$ cat config.mk
export PLATFORM = sky130hd
export DESIGN_NAME = compare_iter
export DESIGN_NICKNAME = d
export VERILOG_FILES = /design/src/rtl/compare_pkg.sv /design/src/rtl/compare_chunk.sv /design/src/rtl/compare_iter.sv
export SDC_FILE = /design/constraint.sdc
export NUM_CORES = 1
export LEC_CHECK = 0
export ABC_CLOCK_PERIOD_IN_PS = 2800
export CAP_MARGIN = 20
export CORE_ASPECT_RATIO = 2
export CORE_MARGIN = 3
export CORE_UTILIZATION = 46
export DETAILED_ROUTE_END_ITERATION = 10
export GPL_ROUTABILITY_DRIVEN = 0
export HOLD_SLACK_MARGIN = 0.08
export PLACE_DENSITY = 0.86
export SLEW_MARGIN = 15
export SYNTH_ARGS = -nofsm -noshare
export SYNTH_HDL_FRONTEND = slang
export SYNTH_HIERARCHICAL = 1
export SYNTH_SLANG_ARGS = --single-unit
$ cat constraint.sdc
create_clock -name clk_i -period 2.8 [get_ports clk_i]
set_input_delay 0.56 -clock clk_i [delete_from_list [all_inputs] [get_ports clk_i]]
set_output_delay 0.56 -clock clk_i [all_outputs]
set_load 0.05 [all_outputs]
$ cat src/rtl/compare_pkg.sv
// Shared types and op-decode helpers for the iterative branch comparator.
package compare_pkg;

    typedef enum logic [2:0] {
        OP_EQ  = 3'b000,
        OP_NE  = 3'b001,
        OP_LT  = 3'b100,
        OP_GE  = 3'b101,
        OP_LTU = 3'b110,
        OP_GEU = 3'b111
    } cmp_op_e;

    typedef enum logic [1:0] {
        ST_IDLE = 2'd0,
        ST_BUSY = 2'd1,
        ST_DONE = 2'd2
    } cmp_state_e;

    // Everything except LTU/GEU is treated as signed; the encodings 010/011 are illegal
    // and their signedness is irrelevant because their result is forced to 0.
    function automatic logic is_signed_op(input logic [2:0] op);
        return !(op[2] && op[1]);
    endfunction

    function automatic logic is_legal_op(input logic [2:0] op);
        return (op[2:1] != 2'b01);
    endfunction

endpackage

$ cat src/rtl/compare_chunk.sv
// Combinational unsigned compare of one CHUNK-bit slice.
module compare_chunk #(
    parameter int CHUNK = 8
) (
    input  logic [CHUNK-1:0] a_i,
    input  logic [CHUNK-1:0] b_i,
    output logic             lt_o,
    output logic             eq_o,
    output logic             gt_o
);

    assign lt_o = (a_i <  b_i);
    assign eq_o = (a_i == b_i);
    assign gt_o = (a_i >  b_i);

endmodule

$ cat src/rtl/compare_iter.sv
// Multi-cycle RISC-V branch-condition comparator, scanning MSB chunk first.
// Optional early termination on the first differing chunk: COMPARE_ITER_EARLY_EXIT_EN.
//
// state | meaning
// IDLE  | ready for a request, in_ready high
// BUSY  | scanning one chunk per cycle from the MSB end
// DONE  | result and flags held until out_valid && out_ready
module compare_iter
    import compare_pkg::*;
#(
    parameter int WIDTH = 32,
    parameter int CHUNK = 8
) (
    input  logic             clk_i,
    input  logic             rst_n_i,
    input  logic             flush_i,
    input  logic             in_valid_i,
    output logic             in_ready_o,
    input  logic [2:0]       in_op_i,
    input  logic [WIDTH-1:0] in_a_i,
    input  logic [WIDTH-1:0] in_b_i,
    output logic             out_valid_o,
    input  logic             out_ready_i,
    output logic             out_result_o,
    output logic             out_lt_o,
    output logic             out_eq_o,
    output logic             out_gt_o,
    output logic             out_illegal_o
);

    localparam int N     = WIDTH / CHUNK;
    localparam int IDX_W = (N > 1) ? $clog2(N) : 1;

    cmp_state_e       state_q, state_d;
    logic [WIDTH-1:0] a_q, a_d;
    logic [WIDTH-1:0] b_q, b_d;
    logic [2:0]       op_q, op_d;
    logic [IDX_W-1:0] idx_q, idx_d;
    logic             eq_q, eq_d;
    logic             lt_q, lt_d;
    logic             gt_q, gt_d;

    logic [CHUNK-1:0] a_ch, b_ch;
    logic             ch_lt, ch_eq, ch_gt;
    logic             last_chunk;
    logic             done_now;
    logic [WIDTH-1:0] sign_flip;

    always_comb begin
        a_ch = '0;
        b_ch = '0;
        for (int k = 0; k < N; k++) begin
            if (idx_q == IDX_W'(k)) begin
                a_ch = a_q[k*CHUNK +: CHUNK];
                b_ch = b_q[k*CHUNK +: CHUNK];
            end
        end
    end

    compare_chunk #(.CHUNK(CHUNK)) u_chunk (
        .a_i  (a_ch),
        .b_i  (b_ch),
        .lt_o (ch_lt),
        .eq_o (ch_eq),
        .gt_o (ch_gt)
    );

    assign last_chunk = (idx_q == '0);

`ifdef COMPARE_ITER_EARLY_EXIT_EN
    assign done_now = last_chunk || !ch_eq;
`else
    assign done_now = last_chunk;
`endif

    // Flipping the sign bit maps two's complement order onto unsigned order.
    assign sign_flip = is_signed_op(in_op_i) ? {1'b1, {(WIDTH-1){1'b0}}} : '0;

    always_comb begin
        state_d = state_q;
        a_d     = a_q;
        b_d     = b_q;
        op_d    = op_q;
        idx_d   = idx_q;
        eq_d    = eq_q;
        lt_d    = lt_q;
        gt_d    = gt_q;

        unique case (state_q)
            ST_IDLE: begin
                if (in_valid_i) begin
                    a_d     = in_a_i ^ sign_flip;
                    b_d     = in_b_i ^ sign_flip;
                    op_d    = in_op_i;
                    idx_d   = IDX_W'(N - 1);
                    eq_d    = 1'b1;
                    lt_d    = 1'b0;
                    gt_d    = 1'b0;
                    state_d = ST_BUSY;
                end
            end
            ST_BUSY: begin
                // Only the first differing chunk decides the ordering.
                if (!ch_eq && eq_q) begin
                    eq_d = 1'b0;
                    lt_d = ch_lt;
                    gt_d = ch_gt;
                end
                idx_d = idx_q - IDX_W'(1);
                if (done_now) begin
                    state_d = ST_DONE;
                end
            end
            ST_DONE: begin
                if (out_ready_i) begin
                    state_d = ST_IDLE;
                end
            end
            default: state_d = ST_IDLE;
        endcase

        if (flush_i) begin
            state_d = ST_IDLE;
        end
    end

    always_ff @(posedge clk_i or negedge rst_n_i) begin
        if (!rst_n_i) begin
            state_q <= ST_IDLE;
            a_q     <= '0;
            b_q     <= '0;
            op_q    <= '0;
            idx_q   <= '0;
            eq_q    <= 1'b0;
            lt_q    <= 1'b0;
            gt_q    <= 1'b0;
        end else begin
            state_q <= state_d;
            a_q     <= a_d;
            b_q     <= b_d;
            op_q    <= op_d;
            idx_q   <= idx_d;
            eq_q    <= eq_d;
            lt_q    <= lt_d;
            gt_q    <= gt_d;
        end
    end

    logic done_st;
    logic result_raw;

    assign done_st = (state_q == ST_DONE);

    always_comb begin
        result_raw = 1'b0;
        case (op_q)
            OP_EQ:          result_raw = eq_q;
            OP_NE:          result_raw = !eq_q;
            OP_LT, OP_LTU:  result_raw = lt_q;
            OP_GE, OP_GEU:  result_raw = !lt_q;
            default:        result_raw = 1'b0;
        endcase
    end

    assign in_ready_o    = (state_q == ST_IDLE);
    assign out_valid_o   = done_st;
    assign out_result_o  = done_st && is_legal_op(op_q) && result_raw;
    assign out_lt_o      = done_st && lt_q;
    assign out_eq_o      = done_st && eq_q;
    assign out_gt_o      = done_st && gt_q;
    assign out_illegal_o = done_st && !is_legal_op(op_q);

endmodule

# == Word level (Yosys, flattened, before mapping) ==
# Index checks and enable logic that the tools add are counted.
# classes
addsub,1
mul,0
div,0
n_lt_le_gt_ge,2
eq_ne,17
n_shift,0
muxes,25
bitwise_logic,2
reduce_logical,22
# op_table
op,n
$mux W8,8
$xor A32 B32 Y32,2
$mux W32,1
$eq A3 B3 Y1 const B,4
$mux W2,5
$ne A3 B3 Y1 const B,3
$eq A8 B8 Y1,1
$gt A8 B8 Y1,1
$logic_and A1 B1 Y1,8
$lt A8 B8 Y1,1
$eq A2 B2 Y1 const B,3
$pmux W1 S2,3
$pmux W2 S3,1
$reduce_and A3 Y1,2
$mux W1,5
$eq A2 B1 Y1 const B,2
$logic_not A1 Y1,4
$logic_not A2 Y1,2
$ne A2 B2 Y1 const B,2
$pmux W1 S4,1
$pmux W2 S2,1
$reduce_and A2 Y1,2
$reduce_or A2 Y1,2
$eq A3 B1 Y1 const B,1
4 further kinds,4
# word_totals
register_bits,74
latch_bits,0
ram_bits,0
romBits,0
input_bits,72
output_inout_bits,7
wordCells,77
memories,0

# == Longest topological paths before layout ==
# depth
depth_word,10
mapped_depth,15
mapped_depth_nobuf,12

# == Modules after synthesis ==
# Netlist, hierarchy kept.
# modules_own_cells
mod,instances,cells_per_inst,area_per_inst_um2,seq_area_each_um2
compare_iter,1,266,3438.3,1851.8
compare_chunk,1,29,225.2,0.0

# == Worst setup path after synthesis ==
# Ideal clock, no wire load.
# synth_path
path_kind,flip-flop to flip-flop
startpoint,register idx_q[1]
endpoint,register gt_q
setup_ns,0.121
arrival_ns,2.520
required_time_ns,2.679
slack_ns,0.160
stages_incl_launch_ff,15
path_buffers,3
period_less_slack_ns,2.640
path_cell_list,dfrtp_1 > inv_1 > ha_1 > buf_2 > nor2b_1 > clkbuf_2 > buf_4 > a221oi_1 > o31ai_1 > inv_1 > ha_1 > nand4_2 > nor2_1 > and4bb_2 > a22o_1
# synth_via
elab_chain_cells,10
word_cells_on_any_way,20
cone_classes,1 x order compare; 5 x eq/ne; 10 x mux; 4 x reduce/logical
# synth_lines
element,line_no,rtl
"start, declared",compare_iter.sv:38,"logic [IDX_W-1:0] idx_q, idx_d;"
"start signal, assigned",compare_iter.sv:142,idx_q <= idx_d;
$logic_not A2 Y1,compare_iter.sv:53,if (idx_q == IDX_W'(k)) begin
$mux W8 (3 in a row),compare_iter.sv:53,
$mux W8 *,compare_iter.sv:53,
via b_ch[6],compare_iter.sv:43,"logic [CHUNK-1:0] a_ch, b_ch;"
$eq A8 B8 Y1 *,compare_chunk.sv:13,assign eq_o = (a_i == b_i);
via ch_eq,compare_iter.sv:44,"logic ch_lt, ch_eq, ch_gt;"
$logic_not A1 Y1 *,compare_iter.sv:104,if (!ch_eq && eq_q) begin
$logic_and A1 B1 Y1 *,compare_iter.sv:104,
$ne A2 B2 Y1 (no source line) *,--,
$reduce_and A3 Y1 (no source line) *,--,
"end signal, assigned",compare_iter.sv:145,gt_q <= gt_d;
"end, declared",compare_iter.sv:41,"logic gt_q, gt_d;"
# The timed path passes the listed nets; every way through them passes the cells marked *. The select of a mux whose other input is x is not followed.
# A chain may end at the register's enable or synchronous reset.

# == Worst setup path in the final report ==
# layout_path
startpoint,register state_q[0]
endpoint,output out_eq_o
# layout_via
elab_chain_cells,2
# layout_lines
element,line_no,rtl
"start, declared",compare_iter.sv:34,"cmp_state_e state_q, state_d;"
"start signal, assigned",compare_iter.sv:138,state_q <= state_d;
$eq A2 B2 Y1,compare_iter.sv:152,assign done_st = (state_q == ST_DONE);
$logic_and A1 B1 Y1,compare_iter.sv:169,assign out_eq_o = done_st && eq_q;
"end, declared",compare_iter.sv:26,"output logic out_eq_o,"
# Every way passes these cells.

==> flow_summary.ini <==
[die]
rows = 45
core-area_um2 = 7660
initial_core_util_pct = 47.8
die_area_um2 = 9140
io-pin-count = 79
die_x_um = 69.1
fp.dieH_um = 132

[place]
dp_hpwl_um = 6120
portBuffers = 78
placed_cells = 455

[run]
max_cap_violations = 0

[synthesis]
yosysWarnings = 6
syn_inst = 295
yosysTopAreaCellShare_pct = 50.5
synthesis.area_um2 = 3660
synth_cell_types = 34
synth_nets = 379
synth_top_cell_by_area = dfrtp_1
ys_top_cells_by_area = dfrtp_1, mux2_2, ha_1
syn_avg_cell_area_um2 = 12.4
synth_seq_area_share_pct = 50.5
synth_seq_cells = 74

[clocking]
insertion_delay_ns = 0.34
clock_path_buffers = 2
numClockSinks = 74
numCtsBuffers = 9
htree_levels = 3
cts-root-buf = clkbuf_16
path_clk_slew_ns = 0.05
ctsHoldBuffers = 0
cts_tree = built

[critical_path]
rr_worst_depth = 11
worstPathRequired_ns = 2.24
startpoint_type = flip-flop
crit_fanout = 8
endpoint_kind = output port
worst-endpoint-arrival_ns = 2.17
criticalPathCategory = flip-flop to output port

[route]
via_per_inst = 5.51
wl_met1_um = 3160
wl_met3_um = 277
drc = 0
top_layer = met4
drt_iter0_drc = 162
first_pass_iters = 4
post_drt_wl_per_cell_um = 18.1
wl_um = 8510
wl_met2_um = 4810
ant_nets = 0
dr_total_vias = 2594

[grt]
grt_max_degree = 75
antenna_found_initial = 0
grt_pass1_wl_um = 13500
first_global_vias = 2759
grtUsageTotal_pct = 19.1
grt-ovfl-total = 0

[sta]
setup_violations = 0
hold_ws_ns = 0.332
tns_ns = 0
tightest_slew_ns = 0.910
slew_headroom_pct = 39.3
min_period_over_period_pct = 97.3
period_minus_slack_ns = 2.73
hold_viol = 0
fmax_mhz = 367
final_max_slew_viol_count = 0
skew_ns = 0.00556

[status]
status = finished, final reports clean

[power]
power_w = 0.00445
peakVddDrop_mv = 0.579
power_density_nw_per_um2 = 916
p_leak_nw = 2.04

[final_layout]
layout_common_cells = clkdlybuf4s50_1, dfrtp_1, mux2_2
final_nets = 458
areaGrowthSynthToFinish_pct = 32.8
drive_gt1_share_pct = 27.3
layout.cells.most_common = clkdlybuf4s50_1
fin_cells = 471
utilization_pct = 63.5
diodes = 0

[worst_hold_path]
hold_path_class = input pin to async pin
## sequential cells by signal, indices dropped and copies added, names as in the netlist
register,flops
b_q,32
a_q,32
state_q,2
idx_q,2
eq_q,1
lt_q,1
op_q,3
gt_q,1
## stage by stage
stage	setup WS [ns]	area [um2]
2_1_floorplan	0.160	3660
3_3_place_gp	0.111	4520
3_5_place_dp	0.0175	4520
4_1_cts	0.00734	4810
5_1_grt	-0.0423	4860
6_report	0.0749	4860
## kinds of logic (layout without fill, tap and decap cells)
kind of cell               count (synthesis)  after routing  share of synthesized area, %
DFF                                       74             74                          50.5
muxes                                     68             68                          20.9
and+or+nand+nor                           56             56                          8.61
AOI/OAI and AO/OA                         49             49                          10.4
buffers and inverters                     32            114                          4.54
adders and majority gates                 12             12                          4.10
xor gates and xnor gates                   4              4                         0.956
## critical path, cell delays in order, from the launching register on
cell and delay, ns:
dfrtp_1 0.48, nand2b_1 0.27, inv_1 0.14, and2_1 0.13, clkdlybuf4s50_1 0.81
## per-layer routing
layer / up-vias / track usage, %
li1: 1224 / -
met1: 1300 / 19.3
met2: 53 / 35.4
met3: 17 / 3.82
met4: 0 / 10.8
met5: - / 0
## final cells by class
class	count	area, um2
clock buffer	12	256
clock inverter	2	37.5
fill	627	2790
inverter	13	48.8
multi-input combinational	189	1670
sequential	74	1850
tap	94	118
timing repair buffer	87	881
## where the power goes
group          switching, W  total (W)  internal (W)
Clock              0.000425    0.00115      0.000728
Sequential         0.000185    0.00151       0.00133
Combinational      0.000875    0.00179      0.000915
Total               0.00149    0.00445       0.00297
## Yosys cell counts, drive strengths merged
cell type and count:
buf 11, clkbuf 8, and4bb 1, a22o 2
a221oi 16, o211ai 1, o21ai 4, o21ba 2
a2bb2oi 1, nor3 1, dfrtp 74, nor3b 2
nand2b 1, nand4 2, ha 12, and2 3
nor2 8, xor2 4, o31ai 16, nand2 19
inv 13, a22oi 1, mux2 67, mux2i 1
nor2b 19, a21oi 6
## path summary, 6_finish.rpt
| check | startpoint | end | slack [ns] |
|---|---|---|---|
| hold / removal | rst_n_i | b_q[26] | 0.33 |
| min in group clk_i | a_q[17] | a_q[17] | 0.51 |
| max in group asynchronous | rst_n_i | a_q[17] | 1.86 |
| setup reg to reg | idx_q[1] | lt_q | 0.14 |
| hold reg to reg | a_q[17] | a_q[17] | 0.51 |
| setup / recovery | state_q[0] | out_eq_o | 0.07 |
## what timing repair did
| action | in CTS | in global routing |
|---|---|---|
| buffers inserted | 0 | 1 |
| resized for setup | 0 | 12 |
| setup endpoints to repair | 0 | 3 |
Note: power is estimated with default switching activity, not from simulation.
